`src/rtl/fp_mul_scheduler.sv`:
```
// fp_mul_scheduler
// Shares one combinational single-precision multiplier between NUM_REQ
// requesters. A round-robin arbiter picks one request and registers its
// operands towards the multiplier. One cycle later the multiplier result and
// flags are captured into a tagged response. The response then waits on a
// valid/ready handshake before the next request can be granted.
//
// Ports
//   clk, reset             clock and synchronous active-high reset
//   req_valid/req_ready    per-requester handshake; req_ready is a one-hot grant
//   req_a, req_b           packed operands, requester i at [32*i+31:32*i]
//   mul_a/b_operand        registered operands driven to the multiplier
//   mul_result, mul_*flag  multiplier outputs, captured unmodified
//   rsp_valid/rsp_ready    response handshake
//   rsp_id                 index of the requester that owns the response
//   rsp_result, rsp_*flag  captured multiplier result and flags
//   busy                   high whenever a transaction is in flight
module fp_mul_scheduler #(
  parameter int NUM_REQ = 4,
  parameter int ID_W    = 2
) (
  input  logic                   clk,
  input  logic                   reset,
  input  logic [NUM_REQ-1:0]     req_valid,
  input  logic [32*NUM_REQ-1:0]  req_a,
  input  logic [32*NUM_REQ-1:0]  req_b,
  output logic [NUM_REQ-1:0]     req_ready,
  output logic [31:0]            mul_a_operand,
  output logic [31:0]            mul_b_operand,
  input  logic [31:0]            mul_result,
  input  logic                   mul_exception,
  input  logic                   mul_overflow,
  input  logic                   mul_underflow,
  output logic                   rsp_valid,
  input  logic                   rsp_ready,
  output logic [ID_W-1:0]        rsp_id,
  output logic [31:0]            rsp_result,
  output logic                   rsp_exception,
  output logic                   rsp_overflow,
  output logic                   rsp_underflow,
  output logic                   busy
);

  typedef enum logic [1:0] {
    IDLE = 2'd0,
    EXEC = 2'd1,
    RESP = 2'd2
  } state_t;

  state_t          state_q;
  state_t          state_d;
  logic [ID_W-1:0] rr_ptr;
  logic [ID_W-1:0] gnt_id;
  logic [ID_W-1:0] gnt_sel;
  logic [ID_W-1:0] cand;
  logic [ID_W-1:0] rr_next;
  logic            gnt_found;
  logic            rsp_fire;

  assign rsp_fire = rsp_valid & rsp_ready;

  // The pointer moves to the requester just after the one most recently
  // served. The explicit wrap keeps this correct when NUM_REQ is not a
  // power of two.
  assign rr_next = (gnt_id == ID_W'(NUM_REQ - 1)) ? '0 : gnt_id + ID_W'(1);

  // Round-robin search. Candidates are visited starting at rr_ptr and
  // wrapping modulo NUM_REQ. The first candidate that is valid wins, so the
  // requester served most recently is the last one to be considered.
  always_comb begin
    gnt_found = 1'b0;
    gnt_sel   = '0;
    cand      = '0;
    for (int k = 0; k < NUM_REQ; k++) begin
      cand = ID_W'((int'(rr_ptr) + k) % NUM_REQ);
      if (!gnt_found && req_valid[cand]) begin
        gnt_found = 1'b1;
        gnt_sel   = cand;
      end
    end
  end

  // Next-state logic and combinational outputs.
  // The grant is only visible in IDLE. It is also forced low while reset is
  // asserted, so nobody sees a transfer that the reset is about to discard.
  always_comb begin
    state_d   = state_q;
    req_ready = '0;
    busy      = (state_q != IDLE);
    case (state_q)
      IDLE: begin
        if (gnt_found) begin
          state_d = EXEC;
          if (!reset) begin
            req_ready[gnt_sel] = 1'b1;
          end
        end
      end
      EXEC: state_d = RESP;
      RESP: begin
        if (rsp_fire) begin
          state_d = IDLE;
        end
      end
      default: state_d = IDLE;
    endcase
  end

  // State register and datapath registers.
  // Operands are latched at the grant and then held until the next grant.
  // The multiplier result is captured after one settle cycle. The response
  // stays frozen until the consumer accepts it. A reset clears everything,
  // so an in-flight operation is dropped without producing a response.
  always_ff @(posedge clk) begin
    if (reset) begin
      state_q       <= IDLE;
      rr_ptr        <= '0;
      gnt_id        <= '0;
      mul_a_operand <= '0;
      mul_b_operand <= '0;
      rsp_valid     <= 1'b0;
      rsp_id        <= '0;
      rsp_result    <= '0;
      rsp_exception <= 1'b0;
      rsp_overflow  <= 1'b0;
      rsp_underflow <= 1'b0;
    end else begin
      state_q <= state_d;
      case (state_q)
        IDLE: begin
          if (gnt_found) begin
            mul_a_operand <= req_a[int'(gnt_sel) * 32 +: 32];
            mul_b_operand <= req_b[int'(gnt_sel) * 32 +: 32];
            gnt_id        <= gnt_sel;
          end
        end
        EXEC: begin
          rsp_result    <= mul_result;
          rsp_exception <= mul_exception;
          rsp_overflow  <= mul_overflow;
          rsp_underflow <= mul_underflow;
          rsp_id        <= gnt_id;
          rsp_valid     <= 1'b1;
        end
        RESP: begin
          if (rsp_fire) begin
            rsp_valid <= 1'b0;
            rr_ptr    <= rr_next;
          end
        end
        default: ;
      endcase
    end
  end

endmodule

```
`config.mk`:
```
export PLATFORM = sky130hd
export DESIGN_NAME = fp_mul_scheduler
export DESIGN_NICKNAME = d
export VERILOG_FILES = /design/src/rtl/fp_mul_scheduler.sv
export SDC_FILE = /design/constraint.sdc
export NUM_CORES = 1
export LEC_CHECK = 0
export CAP_MARGIN = 20
export CORE_AREA = 3 3 157 159
export DETAILED_ROUTE_END_ITERATION = 8
export DIE_AREA = 0 0 160 162
export PLACE_DENSITY = 0.69
export REMOVE_ABC_BUFFERS = 1
export SLEW_MARGIN = 20
export SYNTH_ARGS = -nofsm -noshare
export SYNTH_HDL_FRONTEND = slang
export SYNTH_SLANG_ARGS = --single-unit
```
`constraint.sdc`:
```
create_clock -name clk -period 2.3 [get_ports clk]
set_input_delay 0.46 -clock clk [delete_from_list [all_inputs] [get_ports clk]]
set_output_delay 0.46 -clock clk [all_outputs]
set_load 0.05 [all_outputs]
```
Yosys cells after proc, flatten, opt, wreduce, memory -nomap -nowiden
Cells that the tools add are included.
- equal/unequal tests: 5
- shift-type cells: 2
- mux-type cells: 27
- bitwise gates (word level): 1
- $lt $le $gt $ge: 6
- div/mod/pow operators: 0
- reduce and logical (&&, ||, !) cells: 14
- multipliers: 0
- add/subtract/negate cells: 4
- operators with widths (operator ; count):
    128-bit by 8-bit variable part select with 32-bit output ; 2
    2-bit by 3-bit less-than comparator with 1-bit output, second input constant ; 5
    2-bit 2-to-1 mux ; 7
    4-bit 2-to-1 mux ; 3
    1-bit 2-to-1 mux ; 10
    1-bit binary-select mux with 2-bit select ; 4
    2-bit AND reduction ; 4
    2-bit one-hot mux with 3 select lines ; 1
    2-bit by 1-bit adder with 2-bit output, second input constant ; 2
    2-bit adder, second input constant ; 2
    2-bit equality test, second input constant ; 2
    1-bit logical AND ; 4
    2-bit != test, second input constant ; 2
    2-bit nonzero test ; 2
    1-bit zero test ; 3
    1-bit demux with 2-bit select ; 1
    2-bit by 1-bit equality test with 1-bit output, second input constant ; 1
    2-bit by 1-bit >= comparator with 1-bit output, second input constant ; 1
    2-bit zero test ; 1
    1-bit one-hot mux with 2 select lines ; 1
    1-bit bitwise AND ; 1
- register bits: 108
- logic and storage cells: 70
- bits in read-only memories: 0
- memories kept: 0
- latch bits: 0
- output and inout bits: 107
- input bits: 298
- RAM bits: 0

Depth between registers and ports, before layout
Gate-level depths: netlist of the first run.
- depth in word-level cells: 19
- gate-level depth with buffers: 8

Least setup slack after synthesis of the first run
OpenSTA, ideal clock, no wires.
- path kind: register -> output
- start point: reg state_q[1]
- end point: out req_ready[3]
- data arrival time: 2332 ps
- path buffers: 2
- required time: 1840 ps
- cell stages (with the launch flop): 6
- setup slack: -492 ps
- cells stage by stage: dfxtp_1 > or2_2 > a21o_1 > buf_2 > buf_2 > nor3_1
- word-level cells in the longest chain between the ends: 2
- RTL lines (what ; line ; text):
    start, declared ; 50 ; state_t state_q;
    start signal, assigned ; 128 ; state_q <= state_d;
    2-bit zero test ; 90 ; case (state_q)
    4-bit 2-to-1 mux ; 90 ;
    end, declared ; 27 ; output logic [NUM_REQ-1:0] req_ready,
No other way between the ends.

Final worst setup path of the first run
- start point: reg rr_ptr[0]
- end point: out req_ready[0]
- word-level cells in the longest chain between the ends: 19
- elaborated cells on any way between the ends: 33
- RTL lines (what ; line ; text):
    start, declared ; 52 ; logic [ID_W-1:0] rr_ptr;
    start signal, assigned ; 148 ; rr_ptr <= rr_next;
    branches (longest 17 deep; another with 2-bit by 3-bit less-than comparator with 1-bit output) ; - ;
    4-bit 2-to-1 mux (*) ; 92 ; if (gnt_found) begin
    4-bit 2-to-1 mux (*) ; 90 ;
Every way passes the cells marked *. The select of a mux whose other input is x is not followed.

==> results of run 1 <==
## stage by stage
step	instance area, um2	std cells	utilization, %	power, W
floorplan	5920	658	-	0.00403
global placement	11100	1442	47.5	0.00550
detailed placement	11100	1442	47.5	0.00553
CTS	11500	1460	48.9	0.00718
global route	11500	1464	49.0	0.00745
finish	11500	1464	49.0	0.00709
## path summary, 6_finish.rpt
path / cells past startpoint / endpoint / start / slack [ns]
max: 6 / req_ready[0] / rr_ptr[0] / 0.13
min: 2 / state_q[0] / reset / 0.35
max reg2reg: 8 / mul_b_operand[12] / rr_ptr[0] / 0.31
min reg2reg: 2 / rsp_result[2] / rsp_result[2] / 0.46
## routing by layer
layer / share of wire, % / wire [um] / track usage (%)
met5: 0 / 0 / 0
met4: 1.4 / 402 / 5.44
met3: 8.1 / 2350 / 6.68
met2: 51 / 14800 / 38.0
met1: 39 / 11400 / 25.4
## cells in the mapped netlist, types with 3 or more instances
| library cell | n |
|---|---|
| dfxtp_1 | 108 |
| nand2_1 | 79 |
| nor2_1 | 72 |
| a21o_1 | 65 |
| nand3_1 | 65 |
| o21ai_1 | 54 |
| a211oi_2 | 50 |
| a221oi_2 | 49 |
| a21oi_1 | 44 |
| clkbuf_1 | 31 |
| buf_2 | 27 |
| buf_6 | 17 |
| a211oi_1 | 15 |
| a221oi_1 | 15 |
| o21ai_0 | 14 |
| buf_1 | 8 |
| buf_4 | 4 |
| nor2b_1 | 3 |
| nor3_1 | 3 |
## critical path, stage by stage, from the launching register on
cell     delay [ns]
dfxtp_1        0.34
buf_4          0.16
nor2b_2        0.13
nor3_1         0.07
a221o_4        0.35
and2_4         0.17
buf_12         0.14
## power by group
part / internal, W / leakage [nW] / switching, W / total [W]
logic: 0.00141 / 3.12 / 0.00184 / 0.00325
clock network: 0.000767 / 0.143 / 0.000833 / 0.00160
registers: 0.00210 / 0.892 / 0.000131 / 0.00224
## cells by family after synthesis
| logic type | count (synthesis) |
|---|---|
| AO/OA/AOI/OAI | 314 |
| multiplexers | 1 |
| flip-flops | 108 |
| adder cells (fa/ha/maj) | 1 |
| AND/OR/NAND/NOR | 232 |
| buffers and inverters | 89 |
## state kept, by name, summed over array words and instances (netlist names)
register,flops
rsp_exception,1
rsp_result,32
mul_b_operand,32
rsp_underflow,1
rsp_id,2
rr_ptr,2
mul_a_operand,32
rsp_overflow,1
state_q,2
gnt_id,2
rsp_valid,1
## cells in the final DEF, fill, tap and decap left out, drive strengths merged, types with 2 or more instances in the layout
cell           count
nand3             65
a211o              2
diode              4
dlygate4sd2        4
clkinv             3
clkdlybuf4s50    394
clkbuf             9
nand2             79
nor3               3
nor2              73
buf               68
inv                5
nor2b              5
a21oi             44
dfxtp            108
a221oi            64
and2               2
a21o              65
o21ai             68
a211oi            65
## what timing repair did
action | CTS | global route
pin swaps | 1 | 0
resized for setup | 11 | 3
endpoints found under the setup margin | 4 | 5
setup buffers | 2 | 0
cloned | 0 | 0
## layout make-up
class	count	area, um2
repair buffers	467	4760
inverters	2	7.51
well taps	319	399
flip-flops and latches	108	2160
diodes	4	10.0
clock inverters	7	68.8
multi-input cells	548	3830
fillers	2256	11900
clock buffers	9	225
==> impl_metrics.csv, run 1 <==
group,metric,value,unit
floorplan,die_x,160,um
finish,nNetsFinal,1435,
clocking,clock_path_buffers,2,
drt,drc,0,
sta,final_max_slew_viol_count,0,
sta,finalSetupTns,0,ns
sta,hold_slack,0.346,ns
sta,timing.final.crit_share,94.3,%
drt,vias_per_cell,5.06,
global_route,grt_pass1_wl,44200,um
sta,fmaxAchievable,0.461,GHz
synth,yosysUniqueCellTypes,38,
floorplan,rows,56,
clocking,hold_buffers,0,
sta,fin_ws,0.130,ns
finish,area_growth,78.5,%
floorplan,die-area,0.0259,mm2
placed_design,place.port_buffers,404,
clocking,clock_sinks,108,
sta,slew_headroom,55.5,%
synth,netlist_instances,745,
synth,avgSynthCellArea,8.62,um2
sta,tightest_slew,0.668,ns
synth,synth_xor_area_share,0,%
synth,muxShareOfSynthArea,0.156,%
clocking,clkTransAtPathRegs,0.08,ns
synth,synth_area_leaders,"dfxtp_1, a221oi_2, a211oi_2",
synth,synth_top_family_by_area,"compound AO/OA/AOI/OAI gates",
drt,wirelength,28900,um
global_route,track_usage,21.5,%
floorplan,io_pins,405,
drt,ant_nets,0,
synth,synth_top_area_share,33.7,%
drt,dr.pass1.iters,4,
floorplan,die_h,162,um
setup_path,path_max_fanout,5,
drt,vias,7407,
sta,grt_setup_unrepaired,"no",
placed_design,dp_hpwl,20900,um
synth,syn_area,0.00642,mm2
floorplan,initial_core_util,27.4,%
setup_path,cp.required,1.84,ns
global_route,grt_pass1_vias,7551,
sta,finalSetupViolCount,0,
synth,synth_edf_count,0,
drt,drt_iter0_markers,405,
power,p_leak,4.15,nW
power,vdd_drop_max,0.349,mV
job,maxCapViolations,0,
sta,fin_crit,2.17,ns
setup_path,critPathCaptureType,"output pin",
global_route,grt-ovfl-total,0,
setup_path,critPathKind,"flop to output pin",
hold_path,hold_path.class,"input pin to flop",
synth,ys_ff_latch,108,
placed_design,gp_congestion,0.839,
placed_design,post-place-ws,-0.272,ns
floorplan,core,0.0234,mm2
finish,drive_above_1_share,17.5,%
synth,yosys_warnings,0,
global_route,grt_max_degree,108,
synth,synthAdderAreaFrac,0.195,%
synth,synth_simple_gate_area_share,15.7,%
sta,skew,0.00956,ns
synth,synth-seq-area-share,33.7,%
power,p_per_area,618,mW/mm2
sta,final_hold_viol_count,0,
clocking,cts_tree,"yes",
synth,synth_compound_area_share,42.4,%
clocking,htree_levels,3,
drt,wl_per_cell,19.8,um
clocking,cts_made_buffers,9,
synth,synth-async-reset-ratio,0,%
global_route,antenna_found_initial,4,
status,status,"complete, no violations",
synth,synth_flop_cell,"dfxtp_1",
setup_path,start_kind,"flop",
clocking,insertion_delay,0.36,ns
clocking,root_buffer,"clkbuf_16",
setup_path,cp_data_arrival_time,1.71,ns
synth,yosysTopAreaCell,"dfxtp_1",
(Power assumes the default switching activity.)
==> inputs of run 2 (changes only) <==
--- a/constraint.sdc
+++ b/constraint.sdc
@@ -3,2 +3,2 @@
 set_output_delay 0.46 -clock clk [all_outputs]
-set_load 0.05 [all_outputs]
+set_load 0.005 [all_outputs]
==> run 2 against run 1 <==
Against the previous run: maximum frequency down 2.6%; worst hold slack better by 0.11 ns; final area down 2.1%; non-clock buffer count down 23; die area unchanged; combinational power down 27%.
==> impl_metrics.csv, run 2 (synthesis gave the netlist of run 1 again) <==
group,metric,value,unit
floorplan,core,0.0234,mm2
sta,timing.final.crit_share,96.9,%
finish,drive_above_1_share,15.4,%
finish,nNetsFinal,1412,
sta,fin_ws,0.0721,ns
setup_path,max_stage_delay,0.33,ns
floorplan,initial_core_util,27.4,%
finish,mostFrequentLayoutCells,"clkdlybuf4s50_1, dfxtp_1, nand2_1",
floorplan,rows,56,
setup_path,cp.required,1.84,ns
global_route,grt-ovfl-total,0,
setup_path,cp_num_buf_inv,2,
finish,area_growth,74.7,%
clocking,cts_made_buffers,9,
power,pwr-share-seq,36.0,%
placed_design,placed_area,0.0109,mm2
clocking,clock_sinks,108,
sta,skew,0.00805,ns
power,switching_share,32.2,%
drt,wl_per_cell,19.9,um
floorplan,io_pins,405,
clocking,hold_buffers,0,
sta,tightest_slew,0.711,ns
drt,wirelength,28500,um
clocking,insertion_delay,0.36,ns
placed_design,gp_congestion,0.802,
sta,final_hold_viol_count,0,
sta,finalSetupTns,0,ns
global_route,grt_max_degree,108,
setup_path,critPathCaptureType,"output pin",
sta,finalSetupViolCount,0,
floorplan,die_h,162,um
power,combPwrFrac,38.2,%
finish,final_common_cell,"clkdlybuf4s50_1",
global_route,antenna_found_initial,1,
drt,dr.pass1.iters,4,
clocking,clkTransAtPathRegs,0.08,ns
setup_path,cp_top_family,"buffers and inverters",
power,internal_power,0.00420,W
power,switchingPower,0.00200,W
sta,slew_headroom,52.6,%
power,p_clk_share,25.8,%
placed_design,place.port_buffers,404,
drt,vias,7290,
setup_path,cp_data_arrival_time,1.77,ns
setup_path,path_max_fanout,7,
global_route,grt_pass1_wl,43400,um
finish,design_area,0.0112,mm2
clocking,clock_path_buffers,2,
setup_path,start_kind,"input pin",
global_route,grt_pass1_vias,7548,
finish,top_regs,"mul_a_operand x32, mul_b_operand x32, rsp_result x32",
sta,hold_slack,0.454,ns
power,vdd_drop_max,0.368,mV
drt,vias_per_cell,5.07,
sta,grt_setup_unrepaired,"no",
clocking,cts_tree,"yes",
placed_design,post-place-ws,-0.459,ns
placed_design,dp_hpwl,20000,um
finish,diodes,0,
status,status,"complete, no violations",
floorplan,die_x,160,um
setup_path,slowest_stage,"a221o_4",
drt,drc,0,
floorplan,die-area,0.0259,mm2
hold_path,hold_path.class,"input pin to flop",
global_route,track_usage,21.0,%
sta,final_max_slew_viol_count,0,
drt,drt_iter0_markers,408,
sta,fmaxAchievable,0.449,GHz
job,maxCapViolations,0,
clocking,htree_levels,3,
setup_path,critPathKind,"input pin to output pin",
power,p_per_area,553,mW/mm2
sta,fin_crit,2.23,ns
drt,ant_nets,0,
power,p_leak,4.01,nW
clocking,root_buffer,"clkbuf_16",
setup_path,path_cells,"clkdlybuf4s15_1 > nor2b_2 > nor3_1 > a221o_4 > and2_1 > dlygate4sd2_1",
==> run 2: cell count changes in the layout (fill, tap and decap cells not counted), sizes merged <==
cell,previous run,this run
buf,68,41
clkdlybuf4s15,0,1
clkdlybuf4s50,394,395
clkinv,3,2
clkinvlp,1,2
diode,4,0
dlygate4sd2,4,7
dlymetal6s2s,1,0
==> run 2: metrics by stage <==
stage	power [W]	util, %	std cells
floorplan	0.00324	-	658
global placement	0.00463	46.7	1421
detailed placement	0.00465	46.7	1421
CTS	0.00629	48.0	1437
global route	0.00654	48.0	1437
finish	0.00620	48.0	1437
==> run 2: layer usage <==
| layer | share of wire (%) | vias to the layer above | global-route usage, % |
|---|---|---|---|
| met1 | 40 | 3475 | 24.5 |
| met4 | 2.1 | 2 | 5.72 |
| met2 | 50 | 278 | 37.2 |
| li1 | - | 3497 | - |
| met3 | 8.1 | 38 | 6.53 |
| met5 | 0.046 | - | 0 |
==> run 2: timing repair <==
action / in CTS / in global routing
endpoints found under the setup margin: 56 / 0
setup buffers: 0 / 0
hold endpoints to repair: 0 / 0
gates resized for setup: 14 / 0
==> run 2: final timing paths <==
check / start / endpoint / slack (ns) / depth (start not counted)
worst max-delay path: req_valid[2] / req_ready[0] / 0.07 / 6
worst min-delay path: reset / state_q[0] / 0.45 / 3
worst max register to register: rr_ptr[0] / mul_b_operand[5] / 0.21 / 8
worst min register to register: rsp_result[12] / rsp_result[12] / 0.46 / 2
==> run 2: area by class of cell <==
| cell class | instances | area (um2) |
|---|---|---|
| Fill cell | 2321 | 12200 |
| Timing Repair Buffer | 444 | 4530 |
| Multi-Input combinational cell | 548 | 3820 |
| Sequential cell | 108 | 2160 |
| Tap cell | 319 | 399 |
| Clock buffer | 9 | 225 |
| Clock inverter | 7 | 68.8 |
| Inverter | 2 | 7.51 |
==> run 2: worst reg2reg max path, stage by stage (launching register included) <==
cell      delay (ns)
dfxtp_2         0.43
nor2b_4         0.06
buf_4           0.14
buf_4           0.13
nor4_4          0.39
buf_12          0.25
o21ai_0         0.16
a21o_1          0.16
a211oi_1        0.28
==> run 2: power by group through the flow <==
stage	combinational (W)	sequential (W)	clock, W
floorplan	0.000962	0.00228	0
global placement	0.00236	0.00226	0
detailed placement	0.00238	0.00227	0
CTS	0.00239	0.00223	0.00166
global route	0.00255	0.00226	0.00173
finish	0.00237	0.00223	0.00160
==> inputs of run 3 (changes only) <==
CORE_AREA = 3 3 155 157   (was 3 3 157 159)
CTS_BUF_LIST = sky130_fd_sc_hd__clkbuf_2   (was unset)
DIE_AREA = 0 0 158 160   (was 0 0 160 162)
PLACE_DENSITY = 0.7   (was 0.69)
==> run 3 against run 2 <==
Against the previous run: the flow now finishes with violations (setup timing); die area decreased by 2.5%; non-clock buffer count increased by 13; maximum frequency decreased by 6.0%; final area decreased by 0.81%; clock-buffer cell count unchanged; clock power decreased by 34%; core utilization increased by 1.2 points; critical path type unchanged.
==> impl_metrics.csv, run 3 (synthesis gave the netlist of run 1 again) <==
group,metric,value,unit
status,status,"finished, violations left",
status,violations,"setup timing",
floorplan,io_pins,405,
sta,final_max_slew_viol_count,0,
setup_path,cp.required,1.84,ns
placed_design,post-place-cells,1389,
drt,drc,0,
finish,final_common_cell,"clkdlybuf4s50_1",
setup_path,r2r_end,"mul_a_operand[23]",
drt,vias_per_cell,5.22,
sta,finalSetupViolCount,3,
setup_path,critPathLaunch,"req_valid[0]",
job,maxCapViolations,0,
drt,vias,7402,
global_route,antenna_found_initial,1,
clocking,hold_buffers,0,
sta,fin_ws,-0.0702,ns
power,p_leak,4.01,nW
hold_path,hold_path.class,"input pin to flop",
placed_design,gp_congestion,0.847,
sta,final_hold_viol_count,0,
finish,mostFrequentLayoutCells,"clkdlybuf4s50_1, dfxtp_1, nand2_1",
global_route,track_usage,21.6,%
sta,timing.final.crit_share,103,%
setup_path,critPathKind,"input pin to output pin",
setup_path,cp_data_arrival_time,1.91,ns
global_route,grt_max_degree,62,
finish,top_regs,"mul_a_operand x32, mul_b_operand x32, rsp_result x32",
finish,stdcell_count,1417,
setup_path,reg2regPathDepth,9,
setup_path,path_max_fanout,5,
global_route,grt-ovfl-total,0,
clocking,clock_path_buffers,2,
clocking,clock_sinks,108,
global_route,grt_pass1_wl,43000,um
floorplan,core,0.0226,mm2
setup_path,start_kind,"input pin",
floorplan,die-area,0.0253,mm2
drt,wl_per_cell,20.6,um
drt,wirelength,29200,um
power,vdd_drop_max,0.348,mV
clocking,cts_made_buffers,9,
drt,drt_iter0_markers,387,
placed_design,post-place-ws,-0.413,ns
finish,area_growth,73.3,%
clocking,root_buffer,"clkbuf_2",
finish,nFillCells,2127,
clocking,insertion_delay,0.62,ns
finish,nNetsFinal,1425,
sta,grt_setup_unrepaired,"yes",
setup_path,critPathCaptureType,"output pin",
floorplan,die_x,158,um
power,p_per_area,514,mW/mm2
finish,drive_above_1_share,17.3,%
floorplan,initial_core_util,28.4,%
clocking,htree_levels,3,
sta,skew,0.0473,ns
global_route,grt_pass1_vias,7449,
sta,hold_slack,0.312,ns
sta,fmaxAchievable,0.422,GHz
sta,tightest_slew,0.650,ns
sta,fin_crit,2.37,ns
placed_design,dp_hpwl,20900,um
power,p_total,0.00572,W
clocking,cts_tree,"yes",
finish,multiInputGateArea,0.00385,mm2
finish,regArea,0.00217,mm2
setup_path,r2r-start,"rr_ptr[0]",
setup_path,r2r_slack,0.15,ns
floorplan,die_h,160,um
drt,ant_nets,0,
floorplan,rows,55,
clocking,clkTransAtPathRegs,0.36,ns
setup_path,timing.critical_path.to,"req_ready[2]",
sta,slew_headroom,56.7,%
placed_design,place.port_buffers,404,
drt,dr.pass1.iters,4,
[run 3: worst min path at each step]
stage / startpoint / endpoint / slack (ns) / cells past startpoint
after global placement: rsp_result[31] / rsp_result[31] / 0.44 / 2
after detailed placement: rsp_result[11] / rsp_result[11] / 0.45 / 2
after CTS: mul_result[10] / rsp_result[10] / 0.21 / 3
after global routing: mul_result[10] / rsp_result[10] / 0.21 / 3
final: mul_result[10] / rsp_result[10] / 0.31 / 3
after floorplan: gnt_id[1] / rsp_id[1] / 0.44 / 2
[run 3: worst max-delay path: stages]
cell	delay (ns)
clkdlybuf4s50_1	0.58
nor2b_4	0.22
buf_4	0.14
o22a_1	0.14
o22ai_2	0.06
and3_1	0.18
buf_2	0.13
[run 3: layer usage]
metal	share of wire (%)	GRT usage [%]	vias to the layer above
met5	0	0	-
met4	2.2	6.65	0
met3	9.8	6.78	41
met2	49	37.3	360
met1	39	25.5	3479
li1	-	-	3522
[run 3: area by class of cell]
cell class	count	share of cell area (%)
timing repair buffer	457	41.4
multi-input combinational	548	34.6
sequential	108	19.5
tap	285	3.20
clock inverter	7	0.821
clock buffer	9	0.405
inverter	2	0.0674
antenna	1	0.0225
[run 3: through the flow]
step / instance area (um2) / utilization (%) / TNS, ns
floorplan: 5920 / - / -106.72
global placement: 10900 / 48.0 / -18.28
CTS: 11100 / 48.9 / -0.337
detailed placement: 10900 / 48.0 / -20.05
global route: 11100 / 49.2 / -0.735
finish: 11100 / 49.2 / -0.113
[run 3: repair_timing]
action	CTS	global route
hold endpoints to repair	0	0
endpoints found under the setup margin	5	4
resized for setup	32	3
setup buffers	8	3
pin swaps	6	5
[run 3: power breakdown]
group	switching, W	total (W)	internal [W]	leakage, nW
clock	0.000766	0.00105	0.000284	0.0782
combinational	0.00106	0.00243	0.00137	3.04
sequential	0.000129	0.00224	0.00211	0.894
total	0.00196	0.00572	0.00376	4.01
